<file path="config.mk">
export PLATFORM = sky130hd
export DESIGN_NAME = memory_debug_cmd_seq_flat
export DESIGN_NICKNAME = d
export VERILOG_FILES = /design/src/rtl/memory_debug_cmd_seq_if.sv /design/src/rtl/memory_debug_cmd_seq.sv /design/src/flat_wrapper.sv
export SDC_FILE = /design/constraint.sdc
export NUM_CORES = 1
export LEC_CHECK = 0
export ABC_CLOCK_PERIOD_IN_PS = 5840
export CAP_MARGIN = 20
export CORE_ASPECT_RATIO = 0.6
export CORE_MARGIN = 3
export CORE_UTILIZATION = 40
export DETAILED_ROUTE_END_ITERATION = 16
export SLEW_MARGIN = 20
export SYNTH_ARGS = -nofsm -noshare
export SYNTH_HDL_FRONTEND = slang
export SYNTH_SLANG_ARGS = --single-unit
</file>
<file path="constraint.sdc">
create_clock -name clk -period 5.84 [get_ports clk]
set_input_delay 0.584 -clock clk [delete_from_list [all_inputs] [get_ports clk]]
set_output_delay 0.584 -clock clk [all_outputs]
set_load 0.01 [all_outputs]
</file>
<file path="src/rtl/memory_debug_cmd_seq_if.sv">
// Level-handshake bundle between the command sequencer and the memory
// debugger read/write engine, including the latched operand buses.
interface memory_debug_cmd_seq_if;
   logic       read_do;
   logic       read_do_next;
   logic       write_do;
   logic [8:0] read_start_address;
   logic [8:0] read_num;
   logic [8:0] write_start_address;
   logic [8:0] write_num;
   logic       write_clear;
   logic       ready_for_next;

   modport master (
      output read_do,
      output read_do_next,
      output write_do,
      output read_start_address,
      output read_num,
      output write_start_address,
      output write_num,
      output write_clear,
      input  ready_for_next
   );

   modport slave (
      input  read_do,
      input  read_do_next,
      input  write_do,
      input  read_start_address,
      input  read_num,
      input  write_start_address,
      input  write_num,
      input  write_clear,
      output ready_for_next
   );
endinterface

</file>
<file path="src/rtl/memory_debug_cmd_seq.sv">
// Debounces board buttons and turns them into registered read/write/next
// handshakes for the memory debugger, with latched operands and auto-step.
module memory_debug_cmd_seq #(
   parameter int DEBOUNCE_CYCLES = 500000,
   parameter int DB_W            = 20,
   parameter int PULSE_CYCLES    = 4,
   parameter int GAP_CYCLES      = 4,
   parameter int STEP_CYCLES     = 25000000
) (
   input  logic                          clk,
   input  logic                          rst,
   input  logic                          btn_read,
   input  logic                          btn_write,
   input  logic                          btn_next,
   input  logic [8:0]                    sw_addr,
   input  logic [8:0]                    sw_num,
   input  logic                          sw_clear,
   input  logic                          sw_auto,
   memory_debug_cmd_seq_if.master        dbg,
   output logic                          busy,
   output logic [8:0]                    step_count
);

   localparam int PH_MAX = (PULSE_CYCLES > GAP_CYCLES) ? PULSE_CYCLES : GAP_CYCLES;
   localparam int PH_W   = $clog2(PH_MAX);
   localparam int TMR_W  = $clog2(STEP_CYCLES);

   localparam logic [DB_W-1:0]  DB_LAST    = DB_W'(DEBOUNCE_CYCLES - 1);
   localparam logic [PH_W-1:0]  PULSE_LAST = PH_W'(PULSE_CYCLES - 1);
   localparam logic [PH_W-1:0]  GAP_LAST   = PH_W'(GAP_CYCLES - 1);
   localparam logic [TMR_W-1:0] STEP_LAST  = TMR_W'(STEP_CYCLES - 1);

   localparam int BTN_RD = 0;
   localparam int BTN_WR = 1;
   localparam int BTN_NX = 2;

   typedef enum logic [2:0] {
      S_IDLE     = 3'd0,
      S_RD_PULSE = 3'd1,
      S_RD_WAIT  = 3'd2,
      S_NEXT_HI  = 3'd3,
      S_NEXT_LO  = 3'd4,
      S_WR_PULSE = 3'd5,
      S_WR_WAIT  = 3'd6
   } state_t;

   state_t            state_r;
   state_t            state_nx;
   logic [2:0]        btn_raw_s;
   logic [2:0]        sync1_r;
   logic [2:0]        sync2_r;
   logic [2:0]        db_r;
   logic [2:0]        press_r;
   logic [DB_W-1:0]   db_cnt_r [3];
   logic [PH_W-1:0]   ph_cnt_r;
   logic [TMR_W-1:0]  tmr_r;
   logic              acked_r;
   logic              step_trig_s;
   logic              ready_s;
   logic              read_do_r;
   logic              read_do_next_r;
   logic              write_do_r;
   logic              busy_r;
   logic [8:0]        step_count_r;
   logic [8:0]        rd_addr_r;
   logic [8:0]        rd_num_r;
   logic [8:0]        wr_addr_r;
   logic [8:0]        wr_num_r;
   logic              wr_clear_r;

   assign btn_raw_s = {btn_next, btn_write, btn_read};
   assign ready_s   = dbg.ready_for_next;

   // Two-flop synchronizer, consecutive-cycle debouncer and one-cycle press flag per button
   always_ff @(posedge clk) begin
      if (rst) begin
         sync1_r <= 3'b000;
         sync2_r <= 3'b000;
         db_r    <= 3'b000;
         press_r <= 3'b000;
         for (int i = 0; i < 3; i++) begin
            db_cnt_r[i] <= {DB_W{1'b0}};
         end
      end else begin
         sync1_r <= btn_raw_s;
         sync2_r <= sync1_r;
         for (int i = 0; i < 3; i++) begin
            if (sync2_r[i] == db_r[i]) begin
               db_cnt_r[i] <= {DB_W{1'b0}};
               press_r[i]  <= 1'b0;
            end else if (db_cnt_r[i] == DB_LAST) begin
               db_cnt_r[i] <= {DB_W{1'b0}};
               db_r[i]     <= sync2_r[i];
               press_r[i]  <= sync2_r[i];
            end else begin
               db_cnt_r[i] <= db_cnt_r[i] + DB_W'(1);
               press_r[i]  <= 1'b0;
            end
         end
      end
   end

   // State register
   always_ff @(posedge clk) begin
      if (rst) begin
         state_r <= S_IDLE;
      end else begin
         state_r <= state_nx;
      end
   end

   // Next-state decode; done wins over a step trigger in the same cycle
   always_comb begin
      state_nx    = state_r;
      step_trig_s = 1'b0;
      if (sw_auto) begin
         step_trig_s = (tmr_r == STEP_LAST);
      end else begin
         step_trig_s = press_r[BTN_NX];
      end
      case (state_r)
         S_IDLE: begin
            if (press_r[BTN_RD] && ready_s) begin
               state_nx = S_RD_PULSE;
            end else if (press_r[BTN_WR] && ready_s) begin
               state_nx = S_WR_PULSE;
            end else begin
               state_nx = S_IDLE;
            end
         end
         S_RD_PULSE: begin
            if (ph_cnt_r == PULSE_LAST) begin
               state_nx = S_RD_WAIT;
            end else begin
               state_nx = S_RD_PULSE;
            end
         end
         S_RD_WAIT: begin
            if (acked_r && ready_s) begin
               state_nx = S_IDLE;
            end else if (step_trig_s) begin
               state_nx = S_NEXT_HI;
            end else begin
               state_nx = S_RD_WAIT;
            end
         end
         S_NEXT_HI: begin
            if (ph_cnt_r == PULSE_LAST) begin
               state_nx = S_NEXT_LO;
            end else begin
               state_nx = S_NEXT_HI;
            end
         end
         S_NEXT_LO: begin
            if (ph_cnt_r == GAP_LAST) begin
               state_nx = S_RD_WAIT;
            end else begin
               state_nx = S_NEXT_LO;
            end
         end
         S_WR_PULSE: begin
            if (ph_cnt_r == PULSE_LAST) begin
               state_nx = S_WR_WAIT;
            end else begin
               state_nx = S_WR_PULSE;
            end
         end
         S_WR_WAIT: begin
            if (acked_r && ready_s) begin
               state_nx = S_IDLE;
            end else begin
               state_nx = S_WR_WAIT;
            end
         end
         default: begin
            state_nx = S_IDLE;
         end
      endcase
   end

   // Phase/step timers, ack tracking, operand latches and registered handshake outputs
   always_ff @(posedge clk) begin
      if (rst) begin
         ph_cnt_r       <= {PH_W{1'b0}};
         tmr_r          <= {TMR_W{1'b0}};
         acked_r        <= 1'b0;
         read_do_r      <= 1'b0;
         read_do_next_r <= 1'b0;
         write_do_r     <= 1'b0;
         busy_r         <= 1'b0;
         step_count_r   <= 9'd0;
         rd_addr_r      <= 9'd0;
         rd_num_r       <= 9'd0;
         wr_addr_r      <= 9'd0;
         wr_num_r       <= 9'd0;
         wr_clear_r     <= 1'b0;
      end else begin
         if (state_nx != state_r) begin
            ph_cnt_r <= {PH_W{1'b0}};
         end else begin
            ph_cnt_r <= ph_cnt_r + PH_W'(1);
         end

         // Auto-step period is measured rising edge to rising edge of read_do_next
         if ((state_r == S_RD_PULSE && state_nx == S_RD_WAIT) ||
             (state_r != S_NEXT_HI && state_nx == S_NEXT_HI)) begin
            tmr_r <= {TMR_W{1'b0}};
         end else if (tmr_r != STEP_LAST) begin
            tmr_r <= tmr_r + TMR_W'(1);
         end else begin
            tmr_r <= tmr_r;
         end

         if (state_r == S_IDLE && (state_nx == S_RD_PULSE || state_nx == S_WR_PULSE)) begin
            acked_r <= 1'b0;
         end else if ((state_r == S_RD_WAIT || state_r == S_WR_WAIT) && !ready_s) begin
            acked_r <= 1'b1;
         end else begin
            acked_r <= acked_r;
         end

         if (state_r == S_IDLE && state_nx == S_RD_PULSE) begin
            rd_addr_r    <= sw_addr;
            rd_num_r     <= sw_num;
            step_count_r <= 9'd0;
         end else if (state_r != S_NEXT_HI && state_nx == S_NEXT_HI) begin
            step_count_r <= step_count_r + 9'd1;
         end else begin
            step_count_r <= step_count_r;
         end

         if (state_r == S_IDLE && state_nx == S_WR_PULSE) begin
            wr_addr_r  <= sw_addr;
            wr_num_r   <= sw_num;
            wr_clear_r <= sw_clear;
         end else begin
            wr_clear_r <= wr_clear_r;
         end

         read_do_r      <= (state_nx == S_RD_PULSE);
         write_do_r     <= (state_nx == S_WR_PULSE);
         read_do_next_r <= (state_nx == S_NEXT_HI);
         busy_r         <= (state_nx != S_IDLE);
      end
   end

   assign dbg.read_do             = read_do_r;
   assign dbg.read_do_next        = read_do_next_r;
   assign dbg.write_do            = write_do_r;
   assign dbg.read_start_address  = rd_addr_r;
   assign dbg.read_num            = rd_num_r;
   assign dbg.write_start_address = wr_addr_r;
   assign dbg.write_num           = wr_num_r;
   assign dbg.write_clear         = wr_clear_r;
   assign busy                    = busy_r;
   assign step_count              = step_count_r;

endmodule

</file>
<file path="src/flat_wrapper.sv">
// flat-port wrapper written by rule: the top's interface ports become plain ports
module memory_debug_cmd_seq_flat 
#(
   parameter int DEBOUNCE_CYCLES = 500000,
   parameter int DB_W            = 20,
   parameter int PULSE_CYCLES    = 4,
   parameter int GAP_CYCLES      = 4,
   parameter int STEP_CYCLES     = 25000000
)
  (clk, rst, btn_read, btn_write, btn_next, sw_addr, sw_num, sw_clear, sw_auto, busy, step_count, dbg_read_do, dbg_read_do_next, dbg_write_do, dbg_read_start_address, dbg_read_num, dbg_write_start_address, dbg_write_num, dbg_write_clear, dbg_ready_for_next);
  memory_debug_cmd_seq_if dbg_i ();
  input  logic clk;
  input  logic rst;
  input  logic btn_read;
  input  logic btn_write;
  input  logic btn_next;
  input  logic [8:0] sw_addr;
  input  logic [8:0] sw_num;
  input  logic sw_clear;
  input  logic sw_auto;
  output logic busy;
  output logic [8:0] step_count;
  output wire logic [$bits(dbg_i.read_do)-1:0] dbg_read_do;
  output wire logic [$bits(dbg_i.read_do_next)-1:0] dbg_read_do_next;
  output wire logic [$bits(dbg_i.write_do)-1:0] dbg_write_do;
  output wire logic [$bits(dbg_i.read_start_address)-1:0] dbg_read_start_address;
  output wire logic [$bits(dbg_i.read_num)-1:0] dbg_read_num;
  output wire logic [$bits(dbg_i.write_start_address)-1:0] dbg_write_start_address;
  output wire logic [$bits(dbg_i.write_num)-1:0] dbg_write_num;
  output wire logic [$bits(dbg_i.write_clear)-1:0] dbg_write_clear;
  input wire logic [$bits(dbg_i.ready_for_next)-1:0] dbg_ready_for_next;
  assign dbg_read_do = dbg_i.read_do;
  assign dbg_read_do_next = dbg_i.read_do_next;
  assign dbg_write_do = dbg_i.write_do;
  assign dbg_read_start_address = dbg_i.read_start_address;
  assign dbg_read_num = dbg_i.read_num;
  assign dbg_write_start_address = dbg_i.write_start_address;
  assign dbg_write_num = dbg_i.write_num;
  assign dbg_write_clear = dbg_i.write_clear;
  assign dbg_i.ready_for_next = dbg_ready_for_next;
  memory_debug_cmd_seq #(.DEBOUNCE_CYCLES(DEBOUNCE_CYCLES), .DB_W(DB_W), .PULSE_CYCLES(PULSE_CYCLES), .GAP_CYCLES(GAP_CYCLES), .STEP_CYCLES(STEP_CYCLES)) u_core (.clk(clk), .rst(rst), .btn_read(btn_read), .btn_write(btn_write), .btn_next(btn_next), .sw_addr(sw_addr), .sw_num(sw_num), .sw_clear(sw_clear), .sw_auto(sw_auto), .dbg(dbg_i), .busy(busy), .step_count(step_count));
endmodule
</file>
== Word level (Yosys, flattened, before mapping) ==
Memories as Yosys holds them, arrays and structs flattened.
Index checks and enable logic that the tools add are counted.

* Register bits: 93
* Bits in writable memories: 60
* Input bits: 26
* Output and inout port bits: 50
* Logic and storage cells: 145
* Memories kept: 1

{| class="wikitable"
|+ Memories
! memory !! words !! width !! rd ports !! clocked after Yosys merged registers in !! wr ports !! line !! RTL
|-
| u_core.db_cnt_r || 3 || 20 || 3 || 0 || 3 || memory_debug_cmd_seq.sv:54 || <nowiki>logic [DB_W-1:0] db_cnt_r [3];</nowiki>
|}

* Add/subtract/negate cells: 6
* Equal/unequal tests: 21
* Muxes and demuxes: 55
* Bitwise logic cells: 15
* Reduce and logical (&&, ||, !) cells: 25

{| class="wikitable"
|+ Operators with widths
! kind !! count
|-
| $mux 20 || 9
|-
| $add 20x1->20 const B || 3
|-
| $eq 20x19->1 const B || 3
|-
| $mux 1 || 37
|-
| $add 25x1->25 const B || 1
|-
| $eq 25x25->1 const B || 1
|-
| $ne 25x25->1 const B || 1
|-
| $pmux 3 s7 || 1
|-
| $mux 3 || 6
|-
| $eq 3x2->1 const B || 4
|-
| $eq 3x3->1 const B || 4
|-
| $add 9x1->9 const B || 1
|-
| $logic_and 1x1->1 || 9
|-
| $or 1x1->1 || 9
|-
| $reduce_or 3->1 || 3
|-
| $reduce_or 2->1 || 4
|-
| $eq 3x1->1 const B || 2
|-
| $not 1->1 || 6
|-
| $reduce_and 2->1 || 3
|-
| $mux 2 || 2
|-
| $eq 1x1->1 || 3
|-
| $logic_not 3->1 || 1
|-
| $logic_or 1x1->1 || 3
|-
| $ne 3x2->1 const B || 1
|-
| 5 further kinds || 5
|}

== Depth between registers and ports, before layout ==
Gate-level depths: netlist of run 1.

* Depth after elaboration: 9
* Gate-level depth with buffers: 8

== Worst setup path before layout of run 1 ==
OpenSTA, ideal clock, no wires.

* Path type: reg-to-reg
* Start: register u_core.tmr_r[0]
* End: register u_core.step_count_r[4] (netlist: u_core.step_count[4])
* Setup time: 70 ps
* Data arrival time: 1949 ps
* Data required time: 5770 ps
* Setup slack: 3821 ps
* Stages on the path, launching flop included: 8
* Path buffers: 1
* Clock period less this slack: 2019 ps
* Cells stage by stage: dfxtp_1 -> ha_1 -> and3_1 -> buf_2 -> nand4_1 -> o32a_4 -> or4_1 -> a21oi_1

* Word-level cells in the longest chain between the ends: 8
* Elaborated cells between the ends (all ways): 10
* Those cells by class: eq/ne (3); mux (4); reduce/logical (3)

{| class="wikitable"
|+ RTL lines
! what !! line !! RTL
|-
| start: declaration || memory_debug_cmd_seq.sv:56 || <nowiki>logic [TMR_W-1:0] tmr_r;</nowiki>
|-
| start signal: assignment || memory_debug_cmd_seq.sv:185 || <nowiki>tmr_r <= {TMR_W{1'b0}};</nowiki>
|-
| start signal: assignment || memory_debug_cmd_seq.sv:207 || <nowiki>tmr_r <= {TMR_W{1'b0}};</nowiki>
|-
| start signal: assignment || memory_debug_cmd_seq.sv:209 || <nowiki>tmr_r <= tmr_r + TMR_W'(1);</nowiki>
|-
| $eq 25x25->1 * || memory_debug_cmd_seq.sv:117 || <nowiki>step_trig_s = (tmr_r == STEP_LAST);</nowiki>
|-
| $mux 1 * || memory_debug_cmd_seq.sv:116 || <nowiki>if (sw_auto) begin</nowiki>
|-
| $mux 1 * || memory_debug_cmd_seq.sv:141 || <nowiki>end else if (step_trig_s) begin</nowiki>
|-
| $mux 3 * || memory_debug_cmd_seq.sv:139 || <nowiki>if (acked_r && ready_s) begin</nowiki>
|-
| $pmux 3 s7 * || memory_debug_cmd_seq.sv:121 || <nowiki>case (state_r)</nowiki>
|-
| $eq 3x1->1 || memory_debug_cmd_seq.sv:222 || <nowiki>if (state_r == S_IDLE && state_nx == S_RD_PULSE) begin</nowiki>
|-
| $logic_and 1x1->1 || memory_debug_cmd_seq.sv:222 ||
|-
| $reduce_or 2->1 (no source line) || -- ||
|-
| end signal: assignment || memory_debug_cmd_seq.sv:227 || <nowiki>step_count_r <= step_count_r + 9'd1;</nowiki>
|-
| end signal: assignment || memory_debug_cmd_seq.sv:229 || <nowiki>step_count_r <= step_count_r;</nowiki>
|-
| end: declaration || memory_debug_cmd_seq.sv:64 || <nowiki>logic [8:0] step_count_r;</nowiki>
|}

Every way passes the cells marked *; elsewhere a longest branch is shown, timed or not.
A chain may end at the register's enable or synchronous reset.

== Worst setup path in the final report of run 1 ==
* Start: register u_core.tmr_r[0]
* End: register u_core.tmr_r[2]

* Word-level cells in the longest chain between the ends: 9
* Elaborated cells between the ends (all ways): 13
* Those cells by class: add/sub (1); eq/ne (4); mux (4); reduce/logical (4)

{| class="wikitable"
|+ RTL lines
! what !! line !! RTL
|-
| $eq 25x25->1 || memory_debug_cmd_seq.sv:117 ||
|-
| $mux 1 || memory_debug_cmd_seq.sv:116 ||
|-
| $mux 1 || memory_debug_cmd_seq.sv:141 ||
|-
| $mux 3 || memory_debug_cmd_seq.sv:139 ||
|-
| $pmux 3 s7 || memory_debug_cmd_seq.sv:121 ||
|-
| $eq 3x2->1 (on tied branches) || memory_debug_cmd_seq.sv:205, memory_debug_cmd_seq.sv:206 ||
|-
| $logic_and 1x1->1 (on tied branches) || memory_debug_cmd_seq.sv:205, memory_debug_cmd_seq.sv:206 ||
|-
| $logic_or 1x1->1 || memory_debug_cmd_seq.sv:205 || <nowiki>if ((state_r == S_RD_PULSE && state_nx == S_RD_WAIT) ||</nowiki>
|-
| $reduce_or 2->1 (no source line) || -- ||
|}

Several ways; a longest one is shown, not always the timed one.

==> out/results.ini, run 1 <==
[clocking]
cts-hold-fix-buffers=0
clk_latency_ns=0.43
cts_root_buffer=clkbuf_16
post_cts_resized=0
path_clk_slew_ns=0.06
cts_sinks=153
cts.path.max_buffers=2
numCtsBuffers=17
h-tree-depth=4
cts_tree=done
post_cts_buffers=0

[logic_synthesis]
async_reset_ff_frac=0
yosysTopAreaCellShare=0.2658
synth_edf_count=60
synth_area_mm2=0.007004
netlist_instances=748
ys.flop_type=dfxtp_1
postSynthAreaPerCell_um2=9.364
synth_area_leaders=dfxtp_1 (27%), edfxtp_1 (26%), nor2_1 (6.3%)
ys_warn_count=0
synth_seq_cells=153
synth_cell_types=48
synth_top_area_cell=dfxtp_1
ys_seq_area_frac=0.5230

[global_routing]
first_global_vias=5251
grt_pass1_wl_mm=25.14
grt_max_degree=63
grt_overflow=0
antenna_found_initial=0
grt_util_all_layers=0.1634

[outcome]
status=complete, no violations

[floorplan]
die_y_um=108.5
start_util=0.4203
dieArea_mm2=0.01919
io_pins=76
die-width_um=176.8
rows=36
coreArea_mm2=0.01667

[layout]
fin_area_mm2=0.008738
stdcell_count=1115
drive_above_1_share=0.04961
area_delta_synth_final_pct=24.76
nets=906
fill_cells=1488
diodes=0

[route]
vias_per_cell=4.923
postRouteAntennaNets=0
drt_iter0_drc=411
finalWirelength_mm=15.06
routedWlPerCell_um=13.50
drc=0
num_vias=5489
dr.pass1.iters=5

[job]
cap_violations=0

[worst_setup_path]
slowest_stage=o21ai_2
path_cells=ha_1, and3_1, nand4_1, o32a_4, o21ai_2, nor3_1
critPathLaunch=u_core.tmr_r[0]
path_delay_family=compound AO/OA/AOI/OAI gates
critPathKind=register to register
critPathCaptureType=register
cp_num_buf_inv=0
max_stage_delay_ns=0.84
r2r_start=u_core.tmr_r[0]
path_max_fanout=25
worstSetupStartpointType=register
crit_arrival_ns=2.95
required_ns=6.11

[place]
dpl_cell_area_mm2=0.008130
port_buffers=75
dpl.cell_count=1083
place_congestion=0.7575
post-dp-hpwl_mm=10.74

[timing]
skew_ns=0.01038
worst_slew_pin_slew_ns=1.038
drv_slew=0
fmax_mhz=373.7
finalSetupTns_ns=0
rsz0062_at_grt=false
hold_viol_final=0
timing.final.crit_share=0.4582
relSlewSlack=0.3077
fin_crit_ns=2.676
setup_viol_count_final=0

[power]
ir_drop_mv=0.1734
powerDensity_mw_per_mm2=268.9
power_leakage_nw=2.955

[min_path]
holdCritStartpoint=u_core.sync1_r[0]
hold_path_class=register to register

logic make-up (layout without fill, tap and decap cells):
kind of cell	count (synthesis)	count (layout)	share of synthesized area
AND/OR/NAND/NOR	389	389	0.2737
AO/OA/AOI/OAI	71	71	0.05824
buffers and inverters	44	124	0.02769
flip-flops	153	153	0.5230
multiplexers	6	6	0.008575
XOR/XNOR	78	78	0.09753
other	1	60	0.0005354
adder cells (fa/ha/maj)	6	6	0.01072
report_power, final:
group          internal [mW]  switching, mW
Combinational         0.0356         0.0406
Sequential              1.13         0.0228
Clock                  0.665          0.455
metrics by stage:
stage | worst slack [ns] | util | total power, mW | hold WS [ns]
2_1_floorplan | 3.821 | - | 1.219 | 0.4138
3_3_place_gp | 3.063 | 0.4878 | 1.250 | 0.4308
3_5_place_dp | 2.984 | 0.4878 | 1.253 | 0.4302
4_1_cts | 3.174 | 0.5243 | 2.373 | 0.4441
5_1_grt | 2.929 | 0.5243 | 2.434 | 0.4639
6_report | 3.164 | 0.5243 | 2.350 | 0.4367
layout make-up:
class	instances	area, um^2	share of cell area
clock buffer	21	503.0	0.05756
sequential	153	3664	0.4192
timing repair buffer	76	753.2	0.08620
clock inverter	11	105.1	0.01203
multi-input combinational	610	3368	0.3855
tap	228	285.3	0.03265
inverter	16	60.06	0.006873
cell usage in the layout, fill, tap and decap left out, types with 20 or more instances in the layout:
cell type / netlist / final
nor2_1: 118 / 118
nand2_1: 107 / 107
dfxtp_1: 93 / 93
clkdlybuf4s50_1: 0 / 74
edfxtp_1: 60 / 60
conb_1: 1 / 60
xnor2_1: 48 / 48
a21oi_1: 48 / 48
nand3_1: 35 / 35
xor2_1: 30 / 30
nand4_1: 22 / 22
nor3_1: 20 / 20
metal layers:
| metal | GRT usage | routed length [um] |
|---|---|---|
| met5 | 0 | 0 |
| met4 | 0.06499 | 260 |
| met3 | 0.03684 | 704 |
| met2 | 0.2387 | 6129 |
| met1 | 0.2351 | 7962 |
path summary, 6_finish.rpt:
check | slack [ns] | to | depth (start not counted)
worst min register to register | 0.44 | u_core.sync2_r[0] | 1
worst max register to register | 3.16 | u_core.tmr_r[2] | 6
worst min-delay path | 0.44 | u_core.sync2_r[0] | 1
worst max-delay path | 3.16 | u_core.tmr_r[2] | 6
worst register-to-register path: cells and delay by family (launching register included):
family          cells  cell delay, ns
flops               1            0.42
fa+ha+maj           1            0.22
simple gates        3            0.59
compound gates      2            1.30
flip-flops by register name, summed over array words and instances (netlist names), 2 cells and up:
register / flops
u_core.press_r: 3
u_core.sync1_r: 3
u_core.db_cnt_r: 60
u_core.sync2_r: 3
u_core.dbg.write_start_address: 9
u_core.dbg.write_num: 9
u_core.db_r: 3
u_core.tmr_r: 25
u_core.step_count: 9
u_core.state_r: 3
u_core.dbg.read_num: 9
u_core.ph_cnt_r: 2
u_core.dbg.read_start_address: 9
synthesized netlist by cell type (all sizes together), types with 3 or more instances:
master and instances:
nor2 118, nand2 107, dfxtp 93, edfxtp 60, a21oi 48, xnor2 48, nand3 35, xor2 30
nand4 23, nor3 20, and3 16, buf 16, inv 16, clkbuf 12, nor2b 9, nor4 9
o21ai 9, or4 9, and2 7, and4 6, ha 6, mux2i 6, nor4b 6, o31ai 6
or3 6, nor3b 4, nand3b 3, or2 3
No activity file was read; power rests on OpenSTA's default activity.
==> run 2, diff against run 1 <==
--- a/config.mk
+++ b/config.mk
@@ -5,7 +5,7 @@
 export SDC_FILE = /design/constraint.sdc
 export NUM_CORES = 1
 export LEC_CHECK = 0
-export ABC_CLOCK_PERIOD_IN_PS = 5840
+export ABC_CLOCK_PERIOD_IN_PS = 2600
 export CAP_MARGIN = 20
 export CORE_ASPECT_RATIO = 0.6
 export CORE_MARGIN = 3
==> constraint.sdc (replaced) <==
create_clock -name clk -period 2.6 [get_ports clk]
set_input_delay 0.26 -clock clk [delete_from_list [all_inputs] [get_ports clk]]
set_output_delay 0.26 -clock clk [all_outputs]
set_load 0.01 [all_outputs]
==> run 2 against run 1 <==
  * Sequential cell count unchanged
  * Setup slack got worse by 2.9 ns
  * Critical endpoint is now u_core.db_cnt_r[1][9]
  * Largest cell class unchanged
  * Clock-buffer cell count increased by 1
==> out/results.ini, run 2 (synthesized netlist as in run 1, its figures left out) <==
[floorplan]
die_y_um=108.5
rows=36
dieArea_mm2=0.01919
io_pins=76
coreArea_mm2=0.01667
die-width_um=176.8
start_util=0.4203

[global_routing]
met3_usage=0.04175
grt_use_met2=0.2594
grt_util_all_layers=0.1696
first_global_vias=5357
grt_pass1_wl_mm=26.11
grt_busiest_layer=met2
grt_max_degree=33
antenna_found_initial=0
grt_overflow=0
grtUsageMet1=0.2372

[timing]
timing.final.crit_share=0.8970
fmax_mhz=428.8
fin_crit_ns=2.332
rsz0062_at_grt=false
setup_viol_count_final=0
worst_slew_pin_slew_ns=0.6714
relSlewSlack=0.5490
fin_ws_ns=0.2678
hold_viol_final=0
skew_ns=0.008133
finalSetupTns_ns=0
drv_slew=0

[route]
drt_iter0_drc=272
vias_per_cell=4.961
routedWlPerCell_um=13.52
drc=0
finalWirelength_mm=15.24
dr.pass1.iters=4
postRouteAntennaNets=0
num_vias=5591

[layout]
reg_top3=u_core.db_cnt_r: 60 flops, u_core.tmr_r: 25 flops
area_delta_synth_final_pct=25.76
top_register=u_core.db_cnt_r
diodes=0
utilization=0.5285
largest_reg_flops=60
final_common_cell=nor2_1
layout_common_cells=nor2_1 (118), nand2_1 (107), dfxtp_1 (93)
nets=918
drive_above_1_share=0.06229

[min_path]
hold_path_class=input port to register
whs_path_depth=2

[clocking]
cts_tree=done
cts-hold-fix-buffers=0
clk_latency_ns=0.42
cts_root_buffer=clkbuf_16
h-tree-depth=4
post_cts_buffers=0
numCtsBuffers=17
cts.path.max_buffers=2
post_cts_resized=0
cts_sinks=153
path_clk_slew_ns=0.06

[worst_setup_path]
critPathCaptureType=register
reg2reg_depth=7
path_cells=ha_1, nand4_1, or4_1, nor3_1, or3_1, buf_12, nor2_1
critPathKind=register to register
worstSetupStartpointType=register
crit_arrival_ns=2.51
slowest_stage=or4_1
required_ns=2.77
path_max_fanout=14
max_stage_delay_ns=0.46

[place]
place_congestion=0.7851
pre_cts_slack_ns=0.2795
port_buffers=75
post-dp-hpwl_mm=11.00

[job]
cap_violations=0

[power]
powerDensity_mw_per_mm2=586.2
ir_drop_mv=0.4497
power_leakage_nw=3.009

[outcome]
status=complete, no violations

-- run 2: cell count changes in the layout (fill, tap and decap cells not counted), sizes merged --
cell,previous run,this run
inv,20,19
buf,2,14
clkbuf,21,22
-- run 2: per-stage QoR --
step / cell area (um^2) / total power [mW] / cells / hold slack (ns)
2_1_floorplan: 7226 / 2.738 / 807 / 0.3882
3_5_place_dp: 8233 / 2.817 / 1095 / 0.4233
4_1_cts: 8808 / 5.213 / 1127 / 0.3115
6_report: 8808 / 5.163 / 1127 / 0.3096
3_3_place_gp: 8233 / 2.811 / 1095 / 0.4382
5_1_grt: 8808 / 5.352 / 1127 / 0.3441
-- run 2: power by group --
group,internal [mW],switching [mW]
combinational,0.0829,0.0932
clock,1.42,0.970
sequential,2.54,0.0515
total,4.05,1.11
-- run 2: area by class of cell --
type | instances | area (um^2)
clock buffer | 22 | 485.5
multi-input combinational | 610 | 3368
sequential | 153 | 3664
clock inverter | 10 | 90.09
fill | 1532 | 7858
inverter | 16 | 60.06
tap | 228 | 285.3
timing repair buffer | 88 | 855.8
-- run 2: path summary, 6_finish.rpt --
check / startpoint / to / slack [ns]
setup / recovery: u_core.db_cnt_r[1][0] / u_core.db_cnt_r[1][9] / 0.27
hold / removal: rst / u_core.db_r[1] / 0.31
setup reg to reg: u_core.db_cnt_r[1][0] / u_core.db_cnt_r[1][9] / 0.27
hold reg to reg: u_core.sync1_r[0] / u_core.sync2_r[0] / 0.44
-- run 2: worst max-delay path, delay by kind of cell, from the launching register on --
kind	cells	cell delay [ns]
adder cells (fa/ha/maj)	1	0.22
buffers and inverters	1	0.18
flip-flops	1	0.40
AND/OR/NAND/NOR	5	1.28
-- run 2: layer usage --
metal,up-vias,share of wire
met3,15,0.058
met4,0,0.011
li1,2817,-
met1,2642,0.50
met2,117,0.43
met5,-,0
